===== src/rtl/mat_ctrl_pkg.sv =====
// Shared types and defaults for the matrix-multiplier sequencing controller.
package mat_ctrl_pkg;

    typedef enum logic [2:0] {
        StIdle,
        StLoadA,
        StPreload,
        StLoad,
        StCalc,
        StNextRow,
        StDrain,
        StDone
    } state_e;

    localparam int unsigned DefRows    = 28;
    localparam int unsigned DefCols    = 28;
    localparam int unsigned DefPreRows = 2;

    // Counter width able to hold values 0..n-1, never narrower than one bit.
    function automatic int unsigned cnt_width(input int unsigned n);
        return (n > 1) ? $clog2(n) : 1;
    endfunction

endpackage


===== src/rtl/mat_seq_ctrl_if.sv =====
// Host/datapath handshake bundle of the sequencing controller.
interface mat_seq_ctrl_if #(
    parameter int unsigned CNT_W = 5,
    parameter int unsigned SH_W  = 5
);
    logic             start_in;
    logic             keep_A;
    logic             abort;
    logic             stall;
    logic             load_A_done;
    logic             load_done;
    logic             pready;
    logic             busy;
    logic             load_A_en;
    logic             load_en;
    logic             ALU_en;
    logic             row_finish;
    logic             done;
    logic [CNT_W-1:0] row_count;
    logic [CNT_W-1:0] pass_count;
    logic [SH_W-1:0]  col_count;

    modport master (
        output start_in, keep_A, abort, stall, load_A_done, load_done,
        input  pready, busy, load_A_en, load_en, ALU_en, row_finish, done,
        input  row_count, pass_count, col_count
    );

    modport slave (
        input  start_in, keep_A, abort, stall, load_A_done, load_done,
        output pready, busy, load_A_en, load_en, ALU_en, row_finish, done,
        output row_count, pass_count, col_count
    );
endinterface


===== src/rtl/mat_pass_counter.sv =====
// Stall-aware shift-column counter and completed-pass counter.
module mat_pass_counter #(
    parameter int unsigned COLS  = 28,
    parameter int unsigned SH_W  = 5,
    parameter int unsigned CNT_W = 5
) (
    input  logic             clk,
    input  logic             rst,
    input  logic             en,
    input  logic             clr,
    output logic [SH_W-1:0]  col_count,
    output logic [CNT_W-1:0] pass_count,
    output logic             row_finish
);
    localparam logic [SH_W-1:0] ColLast = SH_W'(COLS - 1);

    logic [SH_W-1:0]  col_q, col_d;
    logic [CNT_W-1:0] pass_q, pass_d;

    assign row_finish = en && (col_q == ColLast);

    always_comb begin
        col_d  = col_q;
        pass_d = pass_q;
        if (clr) begin
            col_d  = '0;
            pass_d = '0;
        end else if (en) begin
            col_d = row_finish ? '0 : col_q + 1'b1;
            if (row_finish) begin
                pass_d = pass_q + 1'b1;
            end
        end
    end

    always_ff @(posedge clk or negedge rst) begin
        if (!rst) begin
            col_q  <= '0;
            pass_q <= '0;
        end else begin
            col_q  <= col_d;
            pass_q <= pass_d;
        end
    end

    assign col_count  = col_q;
    assign pass_count = pass_q;
endmodule


===== src/rtl/mat_seq_ctrl.sv =====
// Job sequencer: A load, row preload, per-row shift passes and drain of the operand pipeline.
module mat_seq_ctrl
    import mat_ctrl_pkg::*;
#(
    parameter int unsigned ROWS     = DefRows,
    parameter int unsigned COLS     = DefCols,
    parameter int unsigned PRE_ROWS = DefPreRows,
    parameter int unsigned CNT_W    = cnt_width(ROWS + 1),
    parameter int unsigned SH_W     = cnt_width(COLS)
) (
    input logic          clk,
    input logic          rst,
    mat_seq_ctrl_if.slave bus
);
    localparam logic [CNT_W-1:0] RowsC    = CNT_W'(ROWS);
    localparam logic [CNT_W-1:0] PreLast  = CNT_W'(PRE_ROWS - 1);
    localparam logic [CNT_W-1:0] PassLast = CNT_W'(ROWS - 1);

    state_e           state_q, state_d;
    logic [CNT_W-1:0] row_q, pass_count;
    logic [SH_W-1:0]  col_count;
    logic             alu_en, row_finish, clr, load_ok;

    assign alu_en  = (state_q inside {StCalc, StDrain}) && !bus.stall;
    // Counters clear on an accepted start, or on abort of a running job.
    assign clr     = (state_q == StIdle) ? bus.start_in : bus.abort;
    assign load_ok = bus.load_done && (state_q inside {StPreload, StLoad});

    mat_pass_counter #(
        .COLS  (COLS),
        .SH_W  (SH_W),
        .CNT_W (CNT_W)
    ) u_pass (
        .clk        (clk),
        .rst        (rst),
        .en         (alu_en),
        .clr        (clr),
        .col_count  (col_count),
        .pass_count (pass_count),
        .row_finish (row_finish)
    );

    always_ff @(posedge clk or negedge rst) begin
        if (!rst) begin
            state_q <= StIdle;
            row_q   <= '0;
        end else begin
            state_q <= state_d;
            if (clr) begin
                row_q <= '0;
            end else if (load_ok) begin
                row_q <= row_q + 1'b1;
            end
        end
    end

    always_comb begin
        state_d        = state_q;
        bus.pready     = 1'b0;
        bus.load_A_en  = 1'b0;
        bus.load_en    = 1'b0;
        bus.done       = 1'b0;
        unique case (state_q)
            StIdle: begin
                bus.pready = 1'b1;
                if (bus.start_in) state_d = bus.keep_A ? StPreload : StLoadA;
            end
            StLoadA: begin
                bus.pready    = 1'b1;
                bus.load_A_en = 1'b1;
                if (bus.load_A_done) state_d = StPreload;
            end
            StPreload: begin
                bus.pready  = 1'b1;
                bus.load_en = 1'b1;
                if (bus.load_done && row_q == PreLast) state_d = StCalc;
            end
            StLoad: begin
                bus.pready  = 1'b1;
                bus.load_en = 1'b1;
                if (bus.load_done) state_d = StCalc;
            end
            StCalc: begin
                if (row_finish) state_d = StNextRow;
            end
            StNextRow: begin
                // With a single-row pipeline every pass follows a load, so no drain is needed.
                if (row_q < RowsC)      state_d = StLoad;
                else if (PRE_ROWS == 1) state_d = StDone;
                else                    state_d = StDrain;
            end
            StDrain: begin
                if (row_finish && pass_count == PassLast) state_d = StDone;
            end
            StDone: begin
                bus.done = 1'b1;
                state_d  = StIdle;
            end
            default: state_d = StIdle;
        endcase
        if (bus.abort && state_q != StIdle) state_d = StIdle;
    end

    assign bus.busy       = (state_q != StIdle);
    assign bus.ALU_en     = alu_en;
    assign bus.row_finish = row_finish;
    assign bus.row_count  = row_q;
    assign bus.pass_count = pass_count;
    assign bus.col_count  = col_count;
endmodule


===== src/flat_wrapper.sv =====
// flat-port wrapper written by rule: the top's interface ports become plain ports
module mat_seq_ctrl_flat import mat_ctrl_pkg::*;
#(
    parameter int unsigned ROWS     = DefRows,
    parameter int unsigned COLS     = DefCols,
    parameter int unsigned PRE_ROWS = DefPreRows,
    parameter int unsigned CNT_W    = cnt_width(ROWS + 1),
    parameter int unsigned SH_W     = cnt_width(COLS)
)
  (clk, rst, bus_start_in, bus_keep_A, bus_abort, bus_stall, bus_load_A_done, bus_load_done, bus_pready, bus_busy, bus_load_A_en, bus_load_en, bus_ALU_en, bus_row_finish, bus_done, bus_row_count, bus_pass_count, bus_col_count);
  mat_seq_ctrl_if #(.CNT_W(CNT_W), .SH_W(SH_W)) bus_i ();
  input logic clk;
  input logic rst;
  input wire logic [$bits(bus_i.start_in)-1:0] bus_start_in;
  input wire logic [$bits(bus_i.keep_A)-1:0] bus_keep_A;
  input wire logic [$bits(bus_i.abort)-1:0] bus_abort;
  input wire logic [$bits(bus_i.stall)-1:0] bus_stall;
  input wire logic [$bits(bus_i.load_A_done)-1:0] bus_load_A_done;
  input wire logic [$bits(bus_i.load_done)-1:0] bus_load_done;
  output wire logic [$bits(bus_i.pready)-1:0] bus_pready;
  output wire logic [$bits(bus_i.busy)-1:0] bus_busy;
  output wire logic [$bits(bus_i.load_A_en)-1:0] bus_load_A_en;
  output wire logic [$bits(bus_i.load_en)-1:0] bus_load_en;
  output wire logic [$bits(bus_i.ALU_en)-1:0] bus_ALU_en;
  output wire logic [$bits(bus_i.row_finish)-1:0] bus_row_finish;
  output wire logic [$bits(bus_i.done)-1:0] bus_done;
  output wire logic [$bits(bus_i.row_count)-1:0] bus_row_count;
  output wire logic [$bits(bus_i.pass_count)-1:0] bus_pass_count;
  output wire logic [$bits(bus_i.col_count)-1:0] bus_col_count;
  assign bus_i.start_in = bus_start_in;
  assign bus_i.keep_A = bus_keep_A;
  assign bus_i.abort = bus_abort;
  assign bus_i.stall = bus_stall;
  assign bus_i.load_A_done = bus_load_A_done;
  assign bus_i.load_done = bus_load_done;
  assign bus_pready = bus_i.pready;
  assign bus_busy = bus_i.busy;
  assign bus_load_A_en = bus_i.load_A_en;
  assign bus_load_en = bus_i.load_en;
  assign bus_ALU_en = bus_i.ALU_en;
  assign bus_row_finish = bus_i.row_finish;
  assign bus_done = bus_i.done;
  assign bus_row_count = bus_i.row_count;
  assign bus_pass_count = bus_i.pass_count;
  assign bus_col_count = bus_i.col_count;
  mat_seq_ctrl #(.ROWS(ROWS), .COLS(COLS), .PRE_ROWS(PRE_ROWS), .CNT_W(CNT_W), .SH_W(SH_W)) u_core (.clk(clk), .rst(rst), .bus(bus_i));
endmodule

===== config.mk =====
export PLATFORM = sky130hd
export DESIGN_NAME = mat_seq_ctrl_flat
export DESIGN_NICKNAME = d
export VERILOG_FILES = /design/src/rtl/mat_ctrl_pkg.sv /design/src/rtl/mat_seq_ctrl_if.sv /design/src/rtl/mat_pass_counter.sv /design/src/rtl/mat_seq_ctrl.sv /design/src/flat_wrapper.sv
export SDC_FILE = /design/constraint.sdc
export NUM_CORES = 1
export LEC_CHECK = 0
export CAP_MARGIN = 15
export CORE_UTILIZATION = 40
export CTS_BUF_LIST = sky130_fd_sc_hd__clkbuf_4 sky130_fd_sc_hd__clkbuf_8 sky130_fd_sc_hd__clkbuf_16
export DETAILED_ROUTE_END_ITERATION = 8
export GPL_TIMING_DRIVEN = 0
export PLACE_DENSITY = 0.75
export SLEW_MARGIN = 20
export SYNTH_ARGS = -nofsm -noshare
export SYNTH_HDL_FRONTEND = slang
export SYNTH_SLANG_ARGS = --single-unit

===== constraint.sdc =====
create_clock -name clk -period 2.6 [get_ports clk]
set_clock_uncertainty 0.15 [all_clocks]
set_input_delay 0.65 -clock clk [delete_from_list [all_inputs] [get_ports clk]]
set_output_delay 0.65 -clock clk [all_outputs]
set_load 0.05 [all_outputs]

==> impl_metrics.py <==
metrics = {
    "status": {
        "run_status": "finished clean",
    },
    "routing": {
        "vias": 997,
        "drt-vias-per-instance": 5.42,
        "wl_per_cell_um": 13.9,
        "drcViolationCount": 0,
        "wl_mm": 2.55,
        "drtIter0Drc": 21,
        "antenna_left": 0,
        "drtPass1Iterations": 4,
    },
    "cells_and_area": {
        "finalNonFillerCells": 184,
        "design_area_sq_um": 1520,
        "mostFrequentLayoutCell": "clkdlybuf4s50_1",
        "layout.nets": 167,
        "antennaDiodeCount": 0,
        "drive_gt1_frac": 0.156,
        "final_cell_mix": "clkdlybuf4s50_1 (21), dfrtp_1 (16), nor2_1 (12), inv_1 (10)",
        "area.growth.synth_to_final_pct": 37.8,
    },
    "cts": {
        "clk-insertion-delay-late_ps": 300,
        "cts.sinks": 18,
        "cts_tree": "yes",
        "cts_buffers": 3,
        "htreeDepth": 1,
        "root_buffer": "clkbuf_4",
        "clockBufferDepth": 2,
        "clk_pin_slew_worst_paths_ps": 110,
    },
    "synthesis": {
        "synth.avg_cell_area_sq_um": 9.42,
        "synthTopCellsByArea": "dfrtp_1 (41%), xor2_1 (4.8%), ha_1 (4.5%)",
        "synth_seq_cells": 18,
        "synth_nets": 129,
        "yosysTopAreaCell": "dfrtp_1",
        "yosysSeqAreaShare": 0.409,
        "synthCells": 117,
        "ys_types": 39,
        "netlist.area_leader.share": 0.409,
        "syn_area_sq_um": 1100,
        "ys_warn_count": 0,
    },
    "timing": {
        "min_period_over_period": 0.984,
        "tns_ps": 0,
        "rsz0062_at_grt": "no",
        "tightest_slew_ps": 785,
        "final-hold-violation-count": 0,
        "report.final.slew_viol_count": 0,
        "min_period_ps": 2560,
        "setup_violations": 0,
        "max_slew_margin": 0.475,
        "max_freq_ghz": 0.391,
        "worst_slack_ps": 42.0,
    },
    "floorplan": {
        "core-area_sq_um": 2540,
        "die_x_um": 54.5,
        "row_count": 18,
        "start_util": 0.433,
        "fp.dieH_um": 54.5,
        "ioPinCount": 30,
        "dieArea_sq_um": 2970,
    },
    "critical_path": {
        "required_ps": 1800,
        "crit_fanout": 4,
        "cp_data_arrival_time_ps": 1760,
        "endpoint_kind": "output pin",
        "crit_type": "in -> out",
        "worstSetupStartpointType": "input pin",
    },
    "place": {
        "dp_hpwl_mm": 1.88,
        "place_area_sq_um": 1430,
        "place_congestion": 0.814,
        "dpl.cell_count": 176,
        "portBuffers": 29,
        "dp_worst_setup_slack_ps": -896,
    },
    "global_route": {
        "met1_usage": 0.258,
        "grt_max_degree": 19,
        "overflow": 0,
        "grt_busiest_layer": "met2",
        "grt.total_usage": 0.193,
        "antenna_found_initial": 0,
        "grt_pass1_vias": 898,
        "met2_usage": 0.317,
        "grtUsageMet3": 0.0389,
        "grt_pass1_wl_mm": 4.11,
    },
    "power": {
        "power.leakage_nw": 0.697,
        "power_mw": 1.06,
        "p_per_area_nw_per_um2": 701,
        "peakVddDrop_uv": 595,
    },
    "job": {
        "max-cap-violations": 0,
    },
    "worst_hold_path": {
        "hold_path.class": "reg -> reg",
    },
}
## cell usage after synthesis
cell	number
a211o_1	1
a211oi_1	2
a21oi_1	4
a311o_1	1
a32oi_1	2
and2_1	1
and3_1	1
and3b_1	1
buf_2	4
buf_4	1
clkbuf_1	1
dfrtp_1	18
ha_1	4
inv_1	10
mux2_2	2
mux2i_1	4
nand2_1	5
nand2b_1	4
nand3_1	6
nand3b_1	1
nand4_1	3
nand4b_1	1
nand4b_2	1
nor2_1	12
nor2b_1	1
nor3_1	1
nor3_2	1
nor3b_2	1
nor4_1	1
o211ai_1	2
o21ai_0	3
o21ai_1	1
o2bb2ai_1	3
o31ai_1	1
o41ai_1	1
or3_1	2
or3b_1	1
xnor2_1	2
xor2_1	6
## routing by layer
metal  routed length, um  share of wire
met1                1180           0.46
met2                1220           0.48
met3                 115          0.045
met4                  31          0.012
met5                   0              0
## metrics by stage
stage               hold slack, ps  utilization
CTS                            377        0.581
floorplan                      204            -
global route                   414        0.597
global placement               352        0.563
detailed placement             358        0.563
finish                         407        0.597
## cell families (layout without fill, tap and decap cells)
| logic type | count (synthesis) | in the layout | share of synthesized area |
|---|---|---|---|
| simple gates | 44 | 44 | 0.228 |
| fa+ha+maj | 4 | 4 | 0.0454 |
| mux | 6 | 6 | 0.0568 |
| buf+inv | 16 | 53 | 0.0624 |
| flops | 18 | 18 | 0.409 |
| compound gates | 21 | 21 | 0.135 |
| xor+xnor | 8 | 8 | 0.0636 |
## sequential cells by signal (all words and copies together), names as in the netlist
register                  cells
u_core.state_q                3
u_core.u_pass.pass_count      5
u_core.bus.row_count          5
u_core.u_pass.col_count       5
## where the power goes
| group | total (mW) | internal [mW] | switching, mW |
|---|---|---|---|
| Sequential | 0.339 | 0.309 | 0.0297 |
| Combinational | 0.568 | 0.190 | 0.378 |
| Clock | 0.158 | 0.0701 | 0.0878 |
## what timing repair did
| item | in CTS | in global routing |
|---|---|---|
| hold buffers | 0 | 0 |
| buffers inserted | 1 | 3 |
| gates resized for setup | 16 | 7 |
| setup endpoints to repair | 6 | 3 |
| pin swaps | 0 | 1 |
## layout make-up
type | instances | area, sq um
Timing Repair Buffer | 33 | 314
Clock buffer | 4 | 30.0
Multi-Input combinational cell | 83 | 609
Tap cell | 30 | 37.5
Inverter | 10 | 37.5
Buffer | 6 | 37.5
Sequential cell | 18 | 453
Fill cell | 232 | 1030
## worst max-delay path, cell delays in order
cell and delay [ps]:
clkdlybuf4s15_1 200, nand4b_4 190, or3_4 380, buf_6 130
inv_1 50, buf_6 150
## path summary, 6_finish.rpt
kind,to,cells past startpoint,from,slack (ps)
max,bus_row_finish,6,bus_stall,40
min,u_core.u_pass.col_count[0],1,u_core.u_pass.col_count[0],410
max reg2reg,u_core.u_pass.pass_count[3],7,u_core.u_pass.col_count[0],520
min reg2reg,u_core.u_pass.col_count[0],1,u_core.u_pass.col_count[0],410
max in group asynchronous,u_core.u_pass.col_count[0],1,rst,1120
min in group asynchronous,u_core.u_pass.pass_count[3],1,rst,650
(Power assumes the default switching activity.)
